**src/rtl/mem_interface.sv**
```systemverilog
// mem_interface: MAR/MDR ownership and RAM strobe sequencing for the Mini SRC
// datapath. The RAM has one cycle of registered read latency. The optional
// out-of-range fault check is compiled in with `define MEM_FAULT_EN.
module mem_interface #(
    parameter int ADDR_W    = 9,
    parameter int DATA_W    = 32,
    parameter int MEM_DEPTH = 512
) (
    input  logic              clk,
    input  logic              clr,
    input  logic [DATA_W-1:0] bus_in,
    input  logic              mar_in,
    input  logic              mdr_in,
    input  logic              mem_read_req,
    input  logic              mem_write_req,
    output logic [DATA_W-1:0] mdr_out_data,
    output logic              mem_busy,
    output logic              mem_done,
    output logic              mem_fault,
    output logic              ram_read,
    output logic              ram_write,
    output logic [ADDR_W-1:0] ram_addr,
    output logic [DATA_W-1:0] ram_wdata,
    input  logic [DATA_W-1:0] ram_rdata
);

    typedef enum logic [2:0] {
        IDLE,
        RD_ISSUE,
        RD_CAPTURE,
        WR_ISSUE,
        DONE
    } state_t;

    state_t            state_q, state_d;
    logic [ADDR_W-1:0] mar_q, mar_d;
    logic [DATA_W-1:0] mdr_q, mdr_d;
    logic              out_of_range;

    // Register loads: bus loads only in IDLE/DONE, RAM capture in RD_CAPTURE.
    always_comb begin
        mar_d = mar_q;
        mdr_d = mdr_q;
        case (state_q)
            IDLE, DONE: begin
                if (mar_in) mar_d = bus_in[ADDR_W-1:0];
                if (mdr_in) mdr_d = bus_in;
            end
            RD_CAPTURE: mdr_d = ram_rdata;
            default: ;
        endcase
    end

    // Next-state logic; requests in IDLE see this cycle's MAR load via mar_d.
    always_comb begin
        state_d = state_q;
        case (state_q)
            IDLE: begin
                if (mem_write_req || mem_read_req) begin
                    if (out_of_range)       state_d = DONE;
                    else if (mem_write_req) state_d = WR_ISSUE;
                    else                    state_d = RD_ISSUE;
                end
            end
            RD_ISSUE:   state_d = RD_CAPTURE;
            RD_CAPTURE: state_d = DONE;
            WR_ISSUE:   state_d = DONE;
            DONE:       state_d = IDLE;
            default:    state_d = IDLE;
        endcase
    end

    // State, MAR and MDR registers with asynchronous clear.
    always_ff @(posedge clk or posedge clr) begin
        if (clr) begin
            state_q <= IDLE;
            mar_q   <= '0;
            mdr_q   <= '0;
        end else begin
            state_q <= state_d;
            mar_q   <= mar_d;
            mdr_q   <= mdr_d;
        end
    end

`ifdef MEM_FAULT_EN
    localparam logic [ADDR_W:0] DEPTH_LIM = MEM_DEPTH[ADDR_W:0];

    logic fault_q, fault_d;

    assign out_of_range = ({1'b0, mar_d} >= DEPTH_LIM);

    // Fault flag latched on the IDLE decision, cleared when DONE retires.
    always_comb begin
        fault_d = fault_q;
        if (state_q == IDLE && (mem_write_req || mem_read_req)) fault_d = out_of_range;
        else if (state_q == DONE)                                fault_d = 1'b0;
    end

    // Fault flag register.
    always_ff @(posedge clk or posedge clr) begin
        if (clr) fault_q <= 1'b0;
        else     fault_q <= fault_d;
    end

    assign mem_fault = (state_q == DONE) && fault_q;
`else
    logic unused_depth;
    assign unused_depth = ^MEM_DEPTH;
    assign out_of_range = 1'b0;
    assign mem_fault    = 1'b0;
`endif

    assign ram_read     = (state_q == RD_ISSUE);
    assign ram_write    = (state_q == WR_ISSUE);
    assign mem_busy     = (state_q == RD_ISSUE) || (state_q == RD_CAPTURE) || (state_q == WR_ISSUE);
    assign mem_done     = (state_q == DONE);
    assign ram_addr     = mar_q;
    assign ram_wdata    = mdr_q;
    assign mdr_out_data = mdr_q;

endmodule
```
**config.mk**
```make
export PLATFORM = sky130hd
export DESIGN_NAME = mem_interface
export DESIGN_NICKNAME = d
export VERILOG_FILES = /design/src/rtl/mem_interface.sv
export SDC_FILE = /design/constraint.sdc
export NUM_CORES = 1
export LEC_CHECK = 0
export ABC_AREA = 1
export CORE_AREA = 4 4 86 88
export DETAILED_ROUTE_END_ITERATION = 8
export DIE_AREA = 0 0 90 92
export PLACE_DENSITY = 0.8
export SYNTH_ARGS = -nofsm -noshare
export SYNTH_HDL_FRONTEND = slang
export SYNTH_SLANG_ARGS = --single-unit
```
**constraint.sdc**
```tcl
create_clock -name clk -period 1.6 [get_ports clk]
set_clock_uncertainty 0.05 [all_clocks]
set_input_delay 0.32 -clock clk [delete_from_list [all_inputs] [get_ports clk]]
set_output_delay 0.32 -clock clk [all_outputs]
set_load 0.05 [all_outputs]
```
==> results <==
==> routing by layer <==
layer	vias up	share of wire
met5	-	0
met4	0	0.0095
met3	6	0.060
met2	91	0.56
met1	1214	0.37
li1	1255	-
==> cell type report <==
| type | instances | area (um^2) | share of cell area |
|---|---|---|---|
| Multi-Input combinational cell | 218 | 927 | 0.195 |
| Clock inverter | 3 | 42.5 | 0.00895 |
| Tap cell | 80 | 100 | 0.0211 |
| Inverter | 33 | 128 | 0.0269 |
| Sequential cell | 44 | 1100 | 0.233 |
| Clock buffer | 5 | 68.8 | 0.0145 |
| Timing Repair Buffer | 164 | 2380 | 0.501 |
==> placed cells by master (no fill, tap or decap) <==
cell type / Yosys / final
o21ai_0: 1 / 1
clkinv_2: 0 / 1
inv_2: 2 / 6
nand3_1: 49 / 49
nor2_1: 8 / 5
bufinv_16: 0 / 1
clkbuf_8: 0 / 5
nand2_1: 153 / 152
nand3_2: 1 / 1
nor3_1: 2 / 1
dfrtp_1: 44 / 41
nor3_2: 0 / 1
clkdlybuf4s50_1: 0 / 69
buf_12: 0 / 78
clkinvlp_4: 0 / 2
buf_4: 35 / 17
nor2_4: 1 / 3
nor2_2: 0 / 1
dfrtp_2: 0 / 3
conb_1: 1 / 1
nand2_2: 2 / 3
inv_1: 31 / 26
==> logic make-up after synthesis <==
family	share of synthesized area
flip-flops	0.450
buffers and inverters	0.181
AO/OA/AOI/OAI	0.00204
AND/OR/NAND/NOR	0.365
other	0.00153
==> critical path, cell delays in order, from the launching register on <==
cell and delay (ns):
dfrtp_2 0.44, nor2_4 0.17, inv_2 0.06, nor2_4 0.10
buf_12 0.14
==> flip-flops by register name, summed over array words and instances (netlist names) <==
signal and flops:
mdr_out_data 32, ram_addr 9, state_q 3
==> how the worst min path moves through the flow <==
| stage | cells after the start | from | endpoint | slack [ns] |
|---|---|---|---|---|
| 6_report | 3 | clr | mdr_out_data[30] | 0.31 |
| 5_1_grt | 3 | clr | mdr_out_data[30] | 0.33 |
| 4_1_cts | 3 | clr | ram_addr[2] | 0.32 |
| 3_5_place_dp | 1 | state_q[2] | state_q[2] | 0.46 |
| 3_3_place_gp | 1 | state_q[2] | state_q[2] | 0.45 |
| 2_1_floorplan | 2 | bus_in[0] | mdr_out_data[0] | 0.40 |
==> per-stage QoR <==
| step | instances | util |
|---|---|---|
| after floorplan | 342 | - |
| after global placement | 533 | 0.689 |
| after detailed placement | 533 | 0.689 |
| after CTS | 547 | 0.713 |
| after global routing | 547 | 0.715 |
| final | 547 | 0.715 |
==> timing repair <==
action                                  CTS  global route
endpoints found under the setup margin    4             6
gates cloned                              0             0
buffers inserted                          6             0
pin swaps                                 1             2
gates resized for setup                   3             6
==> Yosys cell counts <==
cell,number,area share
clkbuf_1,2,0.0031
conb_1,1,0.0015
o21ai_0,1,0.0020
nand2_2,2,0.0051
buf_2,10,0.020
inv_2,2,0.0031
nand2_1,153,0.23
nand3_1,49,0.10
inv_1,31,0.048
buf_4,35,0.11
nor2_1,8,0.012
dfrtp_1,44,0.45
nor2_4,1,0.0046
nor3_1,2,0.0041
nand3_2,1,0.0041
==> where the power goes <==
group          leakage, nW  internal (mW)  switching (mW)
registers            0.540           1.67           0.952
logic                 1.84           4.32            5.15
clock network       0.0541          0.463           0.400
total                 2.43           6.45            6.51
==> impl_results.md <==
- Outcome: finished, final reports clean
- Final max-slew violation count: 0
- FF-to-FF Start: state_q[2]
- Clk_lat worst skew: about 0.29 ns
- Die X: about 90 um
- Syn avg cell area: approximately 7.2 um^2
- Maximum clock rate: between 0.6 and 0.7 GHz
- CP max FO: 4
- Met2 Usage GRT: 0.386
- Yosys reg bits: 44
- Initial antenna violation count: 0
- Sequential-to-total area share from yosys stat: 0.450
- CP Launch Point: state_q[1]
- Level count of the clock H-tree: 2
- Area growth, synth to finish: 94.1%
- Setup crit end: mem_done
- Gr busiest metal: met2
- Cell area after layout: roughly 0.0048 mm^2
- Wire per inst: between 15 and 20 um
- Die ar.: 0.00828 mm^2
- Hold-fix buffers, CTS: 0
- Routed Antenna Nets: 0
- Root Driver: clkbuf_8
- Hold_ws: between 0.3 and 0.4 ns
- Die H: around 92 um
- Total CTS buffers: 5
- Worst min path class: primary input to asynchronous set/reset pin
- GRT met1 Usage: 0.218
- PnR worst setup slack: about 0.029 ns
- Setup-failing EPs final: 0
- Required @ worst endpoint: between 1 and 1.5 ns
- CTS tree: built
- Placed inst area: 0.00458 mm^2
- Detailed router's first-iteration violation count: 74
- Post-DP HPWL: between 6000 and 7000 um
- First-pass DRT Iterations: 4
- Routed wire length: roughly 8200 um
- Net count, final: roughly 540
- Crit Path Class: flip-flop to output port
- Ports: roughly 150
- Synth unique cells: 15
- Startpoint Class: flip-flop
- Syn Inst Count: 342
- Vias in the first global route: between 2000 and 3000
- Via count: 2566
- Largest net degree at the start of global routing: 45
- Core footprint: roughly 0.0066 mm^2
- Crit share post-route: 0.982
- Max Cap Viol: 0
- Arrival time worst endpoint: between 1 and 1.5 ns
- Vias per cell: between 4 and 5
- Residual DRC count: 0
- Clock-pin slew on the worst setup and hold paths: 0.08 ns
- Filler cells: 488
- M3 GR Usage: 0.0459
- Post-route setup TNS: 0 ns
- Yosys Warn Count: 0
- Net Count, Synth: between 400 and 500
- Rows: 30
- # diodes: 0
- RSZ-0062 raised after global routing: yes
- Final Critical Period: roughly 1.6 ns
- GP Congestion: 0.809
- All-layer global routing usage: 0.199
- Final hold vios: 0
- Crit end category: output port
- Initial Utilization: 0.368
- FF-to-FF End: mdr_out_data[5]
- I/O Buffers: 146
- Share of cells above drive strength 1: 0.261
- First-pass GRT wire length: 13300 um
- CTS max path bufs: 2
- Total power: between 10 and 15 mW
- Worst R2R Setup Slack: 0.10 ns
- TritonCTS Sinks: 44
- Pleak: 2.43 nW
- PwrDens: approximately 2700 mW/mm^2
- Dpl ws: -0.0659 ns
- Worst reg2reg path depth: 7
- Global route overflow: 0
- Mapped cell area: 0.00245 mm^2
- Worst VDD drop: about 1.6 mV
Note: power is estimated with default switching activity, not from simulation.
